==> src/rtl/retire_stage_pkg.sv <==
// Shared types for the retire stage: ROB retire packet, stage state enum and sizing.
`ifndef PR
`define PR 6
`endif
`ifndef XLEN
`define XLEN 32
`endif

package retire_stage_pkg;

    localparam int unsigned RETIRE_W  = 3;
    localparam int unsigned ARCH_REGS = 32;
    localparam int unsigned AREG_W    = 5;
    localparam int unsigned PR_W      = `PR;
    localparam int unsigned CNT_W     = 32;
    localparam int unsigned INC_W     = 2;

    typedef struct packed {
        logic               valid;
        logic [AREG_W-1:0]  arch_reg;
        logic [`PR-1:0]     tnew;
        logic [`PR-1:0]     told;
        logic               halt;
        logic               precise_state_need;
        logic [`XLEN-1:0]   target_pc;
        logic               completed;
    } rob_entry_packet_t;

    typedef enum logic [1:0] {
        RUN     = 2'd0,
        RECOVER = 2'd1,
        HALTED  = 2'd2
    } retire_state_e;

    // Number of committing slots in one group.
    function automatic logic [INC_W-1:0] count_commits(input logic [RETIRE_W-1:0] v);
        logic [INC_W-1:0] n;
        n = '0;
        for (int i = 0; i < RETIRE_W; i++) begin
            n = n + INC_W'(v[i]);
        end
        return n;
    endfunction

endpackage

==> src/rtl/retire_stage_if.sv <==
// ROB-to-retire bus plus the commit/recovery outputs the stage drives back out.
interface retire_stage_if;
    import retire_stage_pkg::*;

    rob_entry_packet_t [RETIRE_W-1:0]             retire_entry;
    logic [RETIRE_W-1:0]                          free_valid;
    logic [RETIRE_W-1:0][`PR-1:0]                 free_pr;
    logic                                         squash;
    logic [`XLEN-1:0]                             squash_pc;
    logic [ARCH_REGS-1:0][`PR-1:0]                amt_out;
    logic                                         halt;
    logic [CNT_W-1:0]                             retire_cnt;

    modport master (
        output retire_entry,
        input  free_valid, free_pr, squash, squash_pc, amt_out, halt, retire_cnt
    );

    modport slave (
        input  retire_entry,
        output free_valid, free_pr, squash, squash_pc, amt_out, halt, retire_cnt
    );
endinterface

==> src/rtl/retire_stage_amt.sv <==
// Architectural map table: identity at reset, ordered write ports where the lowest index (youngest) wins.
module arch_map_table
    import retire_stage_pkg::*;
(
    input  logic                                 clock,
    input  logic                                 reset,
    input  logic [RETIRE_W-1:0]                  we,
    input  logic [RETIRE_W-1:0][AREG_W-1:0]      waddr,
    input  logic [RETIRE_W-1:0][`PR-1:0]         wdata,
    output logic [ARCH_REGS-1:0][`PR-1:0]        amt
);

    // Oldest port applied first so a younger write to the same register lands last.
    always_ff @(posedge clock) begin
        if (reset) begin
            for (int r = 0; r < ARCH_REGS; r++) begin
                amt[r] <= PR_W'(r);
            end
        end else begin
            for (int i = RETIRE_W - 1; i >= 0; i--) begin
                if (we[i]) begin
                    amt[waddr[i]] <= wdata[i];
                end
            end
        end
    end

endmodule

==> src/rtl/retire_stage.sv <==
// Three-wide in-order commit stage: registers the ROB retire group, commits oldest-first,
// updates the AMT, frees old physical registers and raises squash/halt.
module retire_stage
    import retire_stage_pkg::*;
(
    input  logic           clock,
    input  logic           reset,
    retire_stage_if.slave  rif
);

    retire_state_e                         state;
    retire_state_e                         next_state;
    rob_entry_packet_t [RETIRE_W-1:0]      grp;
    logic [CNT_W-1:0]                      retire_cnt;

    logic [RETIRE_W-1:0]                   commit_c;
    logic [RETIRE_W-1:0]                   free_valid_c;
    logic [RETIRE_W-1:0][`PR-1:0]          free_pr_c;
    logic [RETIRE_W-1:0][AREG_W-1:0]       waddr_c;
    logic [RETIRE_W-1:0][`PR-1:0]          wdata_c;
    logic                                  blocked_c;
    logic                                  squash_c;
    logic                                  halt_hit_c;
    logic [`XLEN-1:0]                      squash_pc_c;
    logic [RETIRE_W-1:0]                   unused_completed;

    // Commit scan, slot 2 (oldest) down to 0; a committed halt/mispredict discards younger slots.
    always_comb begin
        commit_c         = '0;
        free_valid_c     = '0;
        free_pr_c        = '0;
        waddr_c          = '0;
        wdata_c          = '0;
        blocked_c        = 1'b0;
        squash_c         = 1'b0;
        halt_hit_c       = 1'b0;
        squash_pc_c      = '0;
        unused_completed = '0;
        for (int i = RETIRE_W - 1; i >= 0; i--) begin
            waddr_c[i]          = grp[i].arch_reg;
            wdata_c[i]          = grp[i].tnew;
            unused_completed[i] = grp[i].completed;
            if ((state == RUN) && grp[i].valid && !blocked_c) begin
                commit_c[i] = 1'b1;
                if (grp[i].arch_reg != '0) begin
                    free_valid_c[i] = 1'b1;
                    free_pr_c[i]    = grp[i].told;
                end
                if (grp[i].halt) begin
                    halt_hit_c = 1'b1;
                    blocked_c  = 1'b1;
                end else if (grp[i].precise_state_need) begin
                    squash_c    = 1'b1;
                    squash_pc_c = grp[i].target_pc;
                    blocked_c   = 1'b1;
                end
            end
        end
    end

    always_comb begin
        next_state = state;
        case (state)
            RUN: begin
                if (halt_hit_c) begin
                    next_state = HALTED;
                end else if (squash_c) begin
                    next_state = RECOVER;
                end
            end
            RECOVER: next_state = RUN;
            HALTED:  next_state = HALTED;
            default: next_state = RUN;
        endcase
    end

    always_ff @(posedge clock) begin
        if (reset) begin
            state <= RUN;
        end else begin
            state <= next_state;
        end
    end

    // The group arriving while we leave RUN belongs to the flushed path and is dropped.
    always_ff @(posedge clock) begin
        if (reset || (next_state != RUN)) begin
            grp <= '0;
        end else begin
            grp <= rif.retire_entry;
        end
    end

    always_ff @(posedge clock) begin
        if (reset) begin
            retire_cnt <= '0;
        end else begin
            retire_cnt <= retire_cnt + CNT_W'(count_commits(commit_c));
        end
    end

    arch_map_table u_amt (
        .clock (clock),
        .reset (reset),
        .we    (free_valid_c),
        .waddr (waddr_c),
        .wdata (wdata_c),
        .amt   (rif.amt_out)
    );

    assign rif.free_valid = free_valid_c;
    assign rif.free_pr    = free_pr_c;
    assign rif.squash     = squash_c;
    assign rif.squash_pc  = squash_pc_c;
    assign rif.halt       = (state == HALTED);
    assign rif.retire_cnt = retire_cnt;

endmodule

==> src/flat_wrapper.sv <==
// flat-port wrapper written by rule: the top's interface ports become plain ports
module retire_stage_flat import retire_stage_pkg::*;
  (clock, reset, rif_retire_entry, rif_free_valid, rif_free_pr, rif_squash, rif_squash_pc, rif_amt_out, rif_halt, rif_retire_cnt);
  retire_stage_if rif_i ();
  input  logic clock;
  input  logic reset;
  input wire logic [$bits(rif_i.retire_entry)-1:0] rif_retire_entry;
  output wire logic [$bits(rif_i.free_valid)-1:0] rif_free_valid;
  output wire logic [$bits(rif_i.free_pr)-1:0] rif_free_pr;
  output wire logic [$bits(rif_i.squash)-1:0] rif_squash;
  output wire logic [$bits(rif_i.squash_pc)-1:0] rif_squash_pc;
  output wire logic [$bits(rif_i.amt_out)-1:0] rif_amt_out;
  output wire logic [$bits(rif_i.halt)-1:0] rif_halt;
  output wire logic [$bits(rif_i.retire_cnt)-1:0] rif_retire_cnt;
  assign rif_i.retire_entry = rif_retire_entry;
  assign rif_free_valid = rif_i.free_valid;
  assign rif_free_pr = rif_i.free_pr;
  assign rif_squash = rif_i.squash;
  assign rif_squash_pc = rif_i.squash_pc;
  assign rif_amt_out = rif_i.amt_out;
  assign rif_halt = rif_i.halt;
  assign rif_retire_cnt = rif_i.retire_cnt;
  retire_stage u_core (.clock(clock), .reset(reset), .rif(rif_i));
endmodule
==> config.mk <==
export PLATFORM = sky130hd
export DESIGN_NAME = retire_stage_flat
export DESIGN_NICKNAME = d
export VERILOG_FILES = /design/src/rtl/retire_stage_pkg.sv /design/src/rtl/retire_stage_if.sv /design/src/rtl/retire_stage_amt.sv /design/src/rtl/retire_stage.sv /design/src/flat_wrapper.sv
export SDC_FILE = /design/constraint.sdc
export NUM_CORES = 1
export LEC_CHECK = 0
export BUFFER_PORTS_ARGS = -buffer_cell sky130_fd_sc_hd__buf_4
export CAP_MARGIN = 0
export CORE_MARGIN = 5
export CORE_UTILIZATION = 55
export DETAILED_ROUTE_END_ITERATION = 6
export PLACE_DENSITY = 0.81
export RECOVER_POWER = 25
export SKIP_CTS_REPAIR_TIMING = 1
export SLEW_MARGIN = 15
export SYNTH_ARGS = -nofsm -noshare
export SYNTH_HDL_FRONTEND = slang
export SYNTH_SLANG_ARGS = --single-unit
==> constraint.sdc <==
create_clock -name clock -period 4.5 [get_ports clock]
set_input_delay 0.45 -clock clock [delete_from_list [all_inputs] [get_ports clock]]
set_output_delay 0.45 -clock clock [all_outputs]
set_load 0.01 [all_outputs]
# Word level (Yosys, flattened, before mapping)
# Index checks and enable logic that the tools add are counted.
totals:
  regBits: 382
  in_bits: 161
  out_inout_bits: 279
  word_cells: 142
op_classes:
  addsub: 3
  n_lt_le_gt_ge: 6
  eq_ne: 1
  mux: 61
  reduce_logical: 16
op_table:
  columns: ["cell", "count"]
  rows:
  - ["192-bit 2-to-1 mux", 5]
  - ["192-bit bitwise mux", 3]
  - ["32-bit 2-to-1 mux", 9]
  - ["6-bit demux with 5-bit select", 3]
  - ["6-bit 2-to-1 mux", 9]
  - ["32-bit by 2-bit adder with 32-bit output", 1]
  - ["1-bit 2-to-1 mux", 29]
  - ["5-bit by 6-bit less-than comparator with 1-bit output (second input constant)", 3]
  - ["5-bit by 1-bit >= comparator with 1-bit output (second input constant)", 3]
  - ["5-bit nonzero test", 3]
  - ["1-bit logical AND", 8]
  - ["2-bit 2-to-1 mux", 2]
  - ["2-bit one-hot mux with 2 select lines", 1]
  - ["1-bit by 1-bit adder with 2-bit output", 1]
  - ["2-bit by 1-bit adder with 2-bit output", 1]
  - ["2-bit equality test (second input constant)", 1]
  - ["1-bit zero test", 2]
  - ["2-bit zero test", 1]
  - ["2-bit nonzero test", 1]
  - ["1-bit logical OR", 1]

# Logic depth before layout (Yosys ltp)
# Gate-level depths: netlist of run 1.
depth:
  word_depth: 14
  depth_mapped: 13
  mapped_depth_nobuf: 8

# By module
# A second synthesis of run 1 with hierarchy kept.
hier_totals:
  cells_unflattened: 1936
  hier_area_um2: 17282.8
by_module_without_submodules:
  columns: ["module", "n_inst", "cells_per_inst", "area_each_um2", "seq_area_each_um2"]
  rows:
  - ["arch_map_table", 1, 1263, 10606.4, 3843.7]
  - ["retire_stage", 1, 673, 6676.4, 3803.6]

# Worst setup path before layout of run 1
# OpenSTA, ideal clock, no wires.
synth_path:
  kind: "register to register"
  from: "register u_core.grp[140] (netlist name)"
  to: "register u_core.retire_cnt[26], in the netlist u_core.rif.retire_cnt[26]"
  setup_time_ns: 0.121
  arrival_ns: 3.203
  required_ns: 4.379
  path_slack_ns: 1.177
  path_stages_with_launch: 13
  path_buffers: 4
  synth_period_minus_slack_ns: 3.323
  cell_sequence: "dfxtp_1 -> o21a_1 -> buf_4 -> buf_2 -> nor3_1 -> fa_1 -> ha_1 -> fa_1 -> clkbuf_1 -> nand4_1 -> clkbuf_1 -> nor3_1 -> mux2_2"
synth_via:
  elab_chain_cells: 11
  elab_cells_between_ends: 14
  cone_classes: "add/sub (3); mux (7); reduce/logical (4)"
synth_rtl:
  columns: ["item", "line_no", "text"]
  rows:
  - ["start: declaration", "retire_stage.sv:13", "rob_entry_packet_t [RETIRE_W-1:0] grp;"]
  - ["start signal: assignment", "retire_stage.sv:90", "grp <= rif.retire_entry;"]
  - ["1-bit 2-to-1 mux *", "retire_stage.sv:49", "if (grp[i].halt) begin"]
  - ["1-bit 2-to-1 mux *", "retire_stage.sv:43", "if ((state == RUN) && grp[i].valid && !blocked_c) begin"]
  - ["1-bit 2-to-1 mux or 1-bit zero test (tied branches)", "retire_stage.sv:52, retire_stage.sv:43", null]
  - ["1-bit 2-to-1 mux or 1-bit logical AND (tied branches)", "retire_stage.sv:49, retire_stage.sv:43", null]
  - ["1-bit 2-to-1 mux", "retire_stage.sv:43", null]
  - ["1-bit zero test", "retire_stage.sv:43", null]
  - ["1-bit logical AND", "retire_stage.sv:43", null]
  - ["1-bit 2-to-1 mux", "retire_stage.sv:43", null]
  - ["1-bit by 1-bit adder with 2-bit output *", "retire_stage_pkg.sv:40", "n = n + INC_W'(v[i]);"]
  - ["2-bit by 1-bit adder with 2-bit output *", "retire_stage_pkg.sv:40", null]
  - ["32-bit by 2-bit adder with 32-bit output *", "retire_stage.sv:98", "retire_cnt <= retire_cnt + CNT_W'(count_commits(commit_c));"]
  - ["end signal: assignment", "retire_stage.sv:98", null]
  - ["end: declaration", "retire_stage.sv:14", "logic [CNT_W-1:0] retire_cnt;"]
# Every way passes the cells marked *; elsewhere a longest branch is shown, timed or not.
# A chain may end at the register's enable or synchronous reset.

# Worst setup path after layout of run 1
layout_path:
  from: "register u_core.state[1]"
  to: "output rif_free_pr[5]"
layout_via:
  elab_chain_cells: 9
  elab_cells_between_ends: 13
  cone_classes: "mux (5); reduce/logical (8)"
layout_rtl:
  columns: ["item", "line_no", "text"]
  rows:
  - ["start: declaration", "retire_stage.sv:11", "retire_state_e state;"]
  - ["start signal: assignment", "retire_stage.sv:81", "state <= next_state;"]
  - ["2-bit zero test *", "retire_stage.sv:43", null]
  - ["1-bit logical AND", "retire_stage.sv:43", null]
  - ["1-bit 2-to-1 mux", "retire_stage.sv:43", null]
  - ["1-bit 2-to-1 mux or 1-bit zero test (tied branches)", "retire_stage.sv:52, retire_stage.sv:43", null]
  - ["1-bit 2-to-1 mux or 1-bit logical AND (tied branches)", "retire_stage.sv:49, retire_stage.sv:43", null]
  - ["1-bit 2-to-1 mux", "retire_stage.sv:43", null]
  - ["1-bit zero test", "retire_stage.sv:43", null]
  - ["1-bit logical AND *", "retire_stage.sv:43", null]
  - ["6-bit 2-to-1 mux *", "retire_stage.sv:43", null]
  - ["end: declaration", "flat_wrapper.sv:9", "output wire logic [$bits(rif_i.free_pr)-1:0] rif_free_pr;"]
# Marked as above.

==> results of run 1 <==
-- metal layers --
metal	GRT usage, %	wire, um
met5	0	20
met4	20.42	5506
met3	12.07	11510
met2	55.75	33460
met1	45.83	27270
-- Yosys cell counts, types with 32 or more instances --
cell      count  area share, %
nor2b_1      60            1.9
nand3_1     117            3.0
o211ai_1    106            4.0
o311ai_0     94            4.2
buf_2        46            1.2
a22oi_1      32            1.2
inv_1       163            3.1
o22ai_1      55            1.7
nand2_1      99            1.9
and3_1       64            2.0
nor2_1       62            1.2
clkbuf_1    193            3.7
a211oi_1     80            3.0
nor4_1      149            4.7
dfxtp_1     382             39
a31oi_1      80            2.5
o21ai_1      34           0.86
mux2i_1     105            5.3
-- worst min-delay path: cells and delay by family --
kind | cells | cell delay, ns
buf+inv | 2 | 0.15
simple gates | 1 | 0.04
-- cells by family after synthesis --
| kind of cell | after synthesis | share of synthesized area [%] |
|---|---|---|
| AND/OR/NAND/NOR | 753 | 24.10 |
| AO/OA/AOI/OAI | 586 | 21.25 |
| buffers and inverters | 431 | 9.006 |
| flip-flops | 382 | 38.82 |
| multiplexers | 116 | 5.964 |
| XOR/XNOR | 12 | 0.5335 |
| adder cells (fa/ha/maj) | 4 | 0.3303 |
-- metrics by stage --
| stage | power (uW) | std cells | setup slack [ns] | hold slack [ns] |
|---|---|---|---|---|
| after floorplan | 4611 | 2284 | 1.177 | 0.4922 |
| after global placement | 5146 | 2958 | 0.9882 | 0.4541 |
| after detailed placement | 5181 | 2958 | 0.9556 | 0.4575 |
| after CTS | 8556 | 3031 | 0.8633 | 0.09740 |
| after global routing | 8832 | 3034 | 0.7228 | 0.1180 |
| final | 8606 | 3035 | 0.8920 | 0.1154 |
-- how the worst max path moves through the flow --
stage	startpoint	endpoint	slack (ns)	depth (start not counted)
6_report	u_core.state[1]$_SDFF_PP0_	rif_free_pr[5]	0.89	5
5_1_grt	u_core.state[1]$_SDFF_PP0_	rif_free_pr[5]	0.72	5
4_1_cts	u_core.state[1]$_SDFF_PP0_	rif_free_pr[5]	0.86	5
3_5_place_dp	u_core.state[1]$_SDFF_PP0_	u_core.rif.retire_cnt[28]$_SDFF_PP0_	0.96	8
3_3_place_gp	u_core.state[1]$_SDFF_PP0_	u_core.rif.retire_cnt[26]$_SDFF_PP0_	0.99	8
2_1_floorplan	u_core.grp[140]$_SDFF_PP0_	u_core.rif.retire_cnt[26]$_SDFF_PP0_	1.18	12
-- layout make-up --
cell class	instances	area [um^2]	area share (%)
multi-input combinational	1471	10420	44.01
clock inverter	13	137.6	0.5813
inverter	163	611.8	2.584
tap	461	576.8	2.436
timing repair buffer	482	3039	12.84
antenna	3	7.507	0.03171
sequential	382	7655	32.33
clock buffer	60	1229	5.189
-- cell usage in the layout (no fill, tap or decap), types with 8 or more instances in the layout --
cell       instances
mux2_2            11
a21oi_1            8
a31oi_1           80
dfxtp_1          376
nand2_1           99
o311ai_1          12
nor2b_2            9
o211ai_1         106
nor2_1            62
o21ai_1           35
o311ai_0          94
mux2i_1          105
buf_4            313
and3_1            64
inv_1            163
clkbuf_8          11
and4_1             8
xor2_1            10
nand3_1          116
o22ai_1           55
a21boi_0          22
or2_2             18
nor4_1           149
and2_1            30
clkbuf_1         172
clkbuf_16         42
o31ai_1           25
or3_1              9
o21ai_0           29
nand4_1           25
nand2b_1          18
a22oi_1           32
a211oi_1          80
nor2b_1           49
nor4_2            18
nor3_1            10
nor4_4            25
-- report_power, final --
| part | leakage [uW] | switching, uW | internal [uW] | total (uW) |
|---|---|---|---|---|
| clock | 0.000681 | 1420 | 2010 | 3440 |
| sequential | 0.00312 | 244 | 3580 | 3820 |
| combinational | 0.00580 | 931 | 414 | 1340 |
| total | 0.00960 | 2600 | 6010 | 8610 |
-- sequential cells by signal (all words and copies together) (netlist names) --
| signal | flops |
|---|---|
| u_core.grp | 156 |
| u_core.rif.retire_cnt | 32 |
| u_core.state | 2 |
| u_core.u_amt.amt | 192 |
==> metrics.md, run 1 <==
| Metric | Value |
|---|---|
| Rel. slew slack | 10.78% |
| Capturing element type of the critical path | primary output |
| Post-route clock skew | between 0.02 and 0.025 ns |
| Post-Syn Area per Cell | 8.625 um^2 |
| DR DRC count | 0 |
| Vias per inst | between 6 and 7 |
| Peak Freq | about 280 MHz |
| CP cell instances | or3b_1, nor3_1, a21boi_0, and2_1, buf_4 |
| VDD IR max | 0.3115 mV |
| CP Data Arrival Time | 3.16 ns |
| Final Hold Vio Count | 0 |
| Worst Path Max Fanout | 11 |
| Initial antenna violation count | 3 |
| Share of cells above drive strength 1 | 19.14% |
| CP Buf/Inv Count | 1 |
| Total wire length | between 70 and 80 mm |
| R2R cell count | 8 |
| Clk buf depth | 3 |
| Cell Area, Placed | 0.02290 mm^2 |
| Vias in the first global route | 19,610 |
| Static Leak | approximately 0.0096 uW |
| Fillcell total | 2,941 |
| Clock transition at the registers of the reported paths | 0.06 ns |
| # rows | 69 |
| Slew Viols, Final | 0 |
| Core utilization of the finished layout | 66.73% |
| Main synth FF type | dfxtp_1 |
| Minimum clock period | 3.608 ns |
| Die Height | 199.3 um |
| Starting Density | 55.52% |
| RSZ-0062 raised after global routing | false |
| Outcome | finished clean |
| Max-cap check violation count | 0 |
| Hold endpoint | u_core.grp[147]$_SDFF_PP0_ |
| Min-delay src | rif_retire_entry[147] |
| CP peak stage delay | between 0.8 and 0.9 ns |
| Clk Latency, worst-skew pair | roughly 0.56 ns |
| Critical R2R Launch | u_core.state[1]$_SDFF_PP0_ |
| Final HPWL DP | 50.24 mm |
| Die area | 0.03970 mm^2 |
| Critical R2R Capture | u_core.rif.retire_cnt[26]$_SDFF_PP0_ |
| Vias post-DR | around 20,000 |
| Nets | 2,707 |
| Required time of the worst setup path | 4.05 ns |
| Part of the cycle the worst path needs | 80.18% |
| Synth Net Count | 2,449 |
| Buffers on Ports | 436 |
| Distinct cell type count after synthesis | 57 |
| CTS Sinks | roughly 380 |
| Slew @ Worst Pin | 1.332 ns |
| Drt wl/cell | 25.62 um |
| GR Overflow Total | 0 |
| Post-route setup TNS | 0 ns |
| DIE WIDTH | 199.3 um |
| H-tree depth | 2 |
| Critical Path Source Type | flip-flop |
| Top Family by Delay on Critical Path | simple AND/OR/NAND/NOR gates |
| Largest net degree at the start of global routing | around 130 |
| TritonCTS clock tree | yes |
| Mapped Area | 0.01970 mm^2 |
| Final instance area | 0.02368 mm^2 |
| Final setup viols | 0 |
| Post-synth ARST share | 0% |
| DRT iter0 DRCs | 2,582 |
| Register area share after synthesis | ~39% |
| Hold Path Class | input port to flip-flop |
| Antenna-violating nets left | 0 |
| Mapped Cells | 2,284 |
| Power Dens Cells | 363.5 mW/mm^2 |
| Setup CP Type | flip-flop to primary output |
| FF-to-FF setup slack | 0.98 ns |
| IO Pins | 440 |
| Post-synth EDFFs | 0 |
| GRT Util Overall | 36.62% |
| Hold Crit Depth | 3 |
| First-pass GRT wire length | 114.1 mm |
| Root buffer selected by CTS | clkbuf_16 |
| Core area | 0.03548 mm^2 |
| CP max stage cell | a21boi_0 |
| Cts bufs inserted | 42 |
| Synthesis warning total | 0 |
| Pre-antenna DRT Iters | 6 |
| Register bit count reported by yosys | 382 |
| Gpl congestion | 0.9272 |
| Area Growth Syn to Fin | 20.19% |
(Power assumes the default switching activity.)
==> run 2, diff against run 1 <==
==> constraint.sdc (replaced) <==
create_clock -name clock -period 3.52 [get_ports clock]
set_input_delay 0.352 -clock clock [delete_from_list [all_inputs] [get_ports clock]]
set_output_delay 0.352 -clock clock [all_outputs]
set_load 0.01 [all_outputs]
==> run 2 against run 1 <==
  * The run now ends with design-rule violations, max-capacitance violations, max-slew violations left
  * Clock power increased by 33%
  * Worst hold slack got worse by 0.11 ns
  * Core utilization increased by 0.80 points
  * Power is 31% higher
  * Routed wire length increased by 2.1%
  * Worst setup slack worse by 0.69 ns
  * Clock skew is 0.0024 ns higher
  * Critical endpoint is now rif_squash_pc[29]
  * Highest routed layer unchanged
==> metrics.md, run 2 (synthesized netlist as in run 1, its figures left out) <==
| Metric | Value |
|---|---|
| Outcome | finished, violations left |
| Failing checks | design-rule violations, max-capacitance violations, max-slew violations |
| Post-route setup TNS | 0 ns (unchanged) |
| Commonest non-fill, non-tap cell in the layout | dfxtp_1 |
| Vias post-DR | 20,750 (+1.1%) |
| Total wire length | 79.40 mm (+2.1%) |
| Required time of the worst setup path | 3.17 ns (-0.88 ns) |
| Largest net degree at the start of global routing | 122 (-3.9%) |
| Rel. slew slack | -82.71% (-93 points) |
| Die area | 0.03970 mm^2 (unchanged) |
| Final setup viols | 0 (unchanged) |
| Clock transition at the registers of the reported paths | 0.06 ns (about the same) |
| IO Pins | 440 (unchanged) |
| GRT Util Overall | 37.79% (+1.2 points) |
| CP Data Arrival Time | 2.97 ns (-0.19 ns) |
| RSZ-0062 raised after global routing | false |
| FF-to-FF setup slack | 0.23 ns (-0.75 ns) |
| Worst Path Max Fanout | 36 (+25) |
| Clk Latency, worst-skew pair | 0.58 ns (+0.02 ns) |
| Core area | 0.03548 mm^2 (unchanged) |
| Final Hold Vio Count | 0 (unchanged) |
| Power Dens Cells | 469.4 mW/mm^2 (+29%) |
| Static Leak | 0.009782 uW (+1.9%) |
| Root buffer selected by CTS | clkbuf_16 |
| Slew Viols, Final | 110 (+110) |
| Nets | 2,731 (+0.89%) |
| Initial antenna violation count | 2 (-1) |
| VDD IR max | 0.3877 mV (+24%) |
| Critical R2R Capture | u_core.rif.retire_cnt[26]$_SDFF_PP0_ |
| CTS Sinks | 382 (unchanged) |
| Max FFs per register | 192 (unchanged) |
| Die Height | 199.3 um (unchanged) |
| Clk buf depth | 3 (unchanged) |
| DR DRC count | 1 (+1) |
| Commonest cells after routing, fill and taps aside | 376 x dfxtp_1, 339 x buf_4, 167 x clkbuf_1 |
| Finished Layout Cells | 3,060 (+0.82%) |
| Max-cap check violation count | 1 (+1) |
| Pre-antenna DRT Iters | 7 (+1) |
| Vias per inst | 6.781 (+0.26%) |
| Peak Freq | about 300 MHz |
| Critical R2R Launch | u_core.state[1]$_SDFF_PP0_ |
| GR Overflow Total | 0 (unchanged) |
| First-pass GRT wire length | 117.8 mm (+3.3%) |
| Hold endpoint | u_core.grp[84]$_SDFF_PP0_ |
| DIE WIDTH | 199.3 um (unchanged) |
| H-tree depth | 2 (unchanged) |
| Hold Path Class | input port to flip-flop |
| Gpl congestion | 0.9349 (+0.83%) |
| Final HPWL DP | 52.21 mm (+3.9%) |
| Part of the cycle the worst path needs | 94.40% |
| Area Growth Syn to Fin | 21.63% |
| Core utilization of the finished layout | 67.53% (+0.80 points) |
| Vias in the first global route | 20,020 (+2.1%) |
| Share of cells above drive strength 1 | 20.05% (+0.92 points) |
| Hold Crit Depth | 3 (unchanged) |
| Antenna-violating nets left | 0 (unchanged) |
| Placed cells | 2,983 (+0.85%) |
| Top Registers | u_core.u_amt.amt (192), u_core.grp (156), u_core.rif.retire_cnt (32) |
| Drt wl/cell | 25.95 um (+1.3%) |
| # rows | 69 (unchanged) |
| DRT iter0 DRCs | 2,408 (-6.7%) |
| Buffers on Ports | 436 (unchanged) |
| Minimum clock period | about 3.3 ns |
| Critical Path Source Type | flip-flop |
| TritonCTS clock tree | yes |
| Setup CP Type | flip-flop to primary output |
| Slew @ Worst Pin | 2.741 ns (+1.408 ns) |
| Starting Density | 55.52% (unchanged) |
| Capturing element type of the critical path | primary output |
| R2R cell count | 9 (+1) |
| Min-delay src | rif_retire_entry[84] |
| Reg with most FFs | u_core.u_amt.amt |
| Cts bufs inserted | 42 (unchanged) |
| Post-route clock skew | 0.02333 ns (+0.002416 ns) |
==> run 2: where the power goes <==
part           total, uW  switching (uW)  internal, uW  leakage [uW]
logic               1830            1250           580       0.00596
registers           4860             282          4570       0.00312
clock network       4560            1860          2700      0.000703
==> run 2: metal layers <==
layer	up-vias	part of all wire (%)	global-route usage, %
met4	2	7.2	23.33
met1	9620	35	47.13
li1	9124	-	-
met3	432	14	11.77
met5	-	0.016	0
met2	1573	43	57.12
==> run 2: area by class of cell <==
cell class | instances | area, um^2
clock inverters | 13 | 165.2
inverters | 163 | 611.8
flip-flops and latches | 382 | 7655
fillers | 2936 | 11520
clock buffers | 63 | 1260
well taps | 461 | 576.8
diodes | 1 | 2.502
repair buffers | 506 | 3278
multi-input cells | 1471 | 10410
==> run 2: worst max-delay path: stages (launching register included) <==
cell	delay, ns
dfxtp_1	0.31
buf_4	0.17
or3b_4	0.40
buf_4	0.35
nor4b_4	0.39
buf_6	0.33
a22oi_1	0.14
nand2_1	0.13
buf_4	0.13
==> run 2: metrics by stage <==
step	hold WS [ns]	setup slack, ns	total power, uW	instance area, um^2
detailed placement	0.4618	0.2448	6694	23140
global placement	0.4546	0.3488	6647	23140
floorplan	0.4711	0.1967	5894	19700
global route	0.003397	0.07943	11540	23960
CTS	-0.01269	0.06513	11190	24560
finish	0.003698	0.1971	11250	23960
==> run 2: worst max-delay path by stage <==
stage | from | to | slack, ns | depth (start not counted)
global route | u_core.grp[87]$_SDFF_PP0_ | u_core.rif.retire_cnt[20]$_SDFF_PP0_ | 0.08 | 8
finish | u_core.state[1]$_SDFF_PP0_ | rif_squash_pc[29] | 0.20 | 8
global placement | u_core.state[1]$_SDFF_PP0_ | u_core.rif.retire_cnt[24]$_SDFF_PP0_ | 0.35 | 9
detailed placement | u_core.state[1]$_SDFF_PP0_ | u_core.rif.retire_cnt[26]$_SDFF_PP0_ | 0.24 | 9
CTS | u_core.state[1]$_SDFF_PP0_ | rif_squash_pc[29] | 0.07 | 8
floorplan | u_core.grp[140]$_SDFF_PP0_ | u_core.rif.retire_cnt[26]$_SDFF_PP0_ | 0.20 | 12
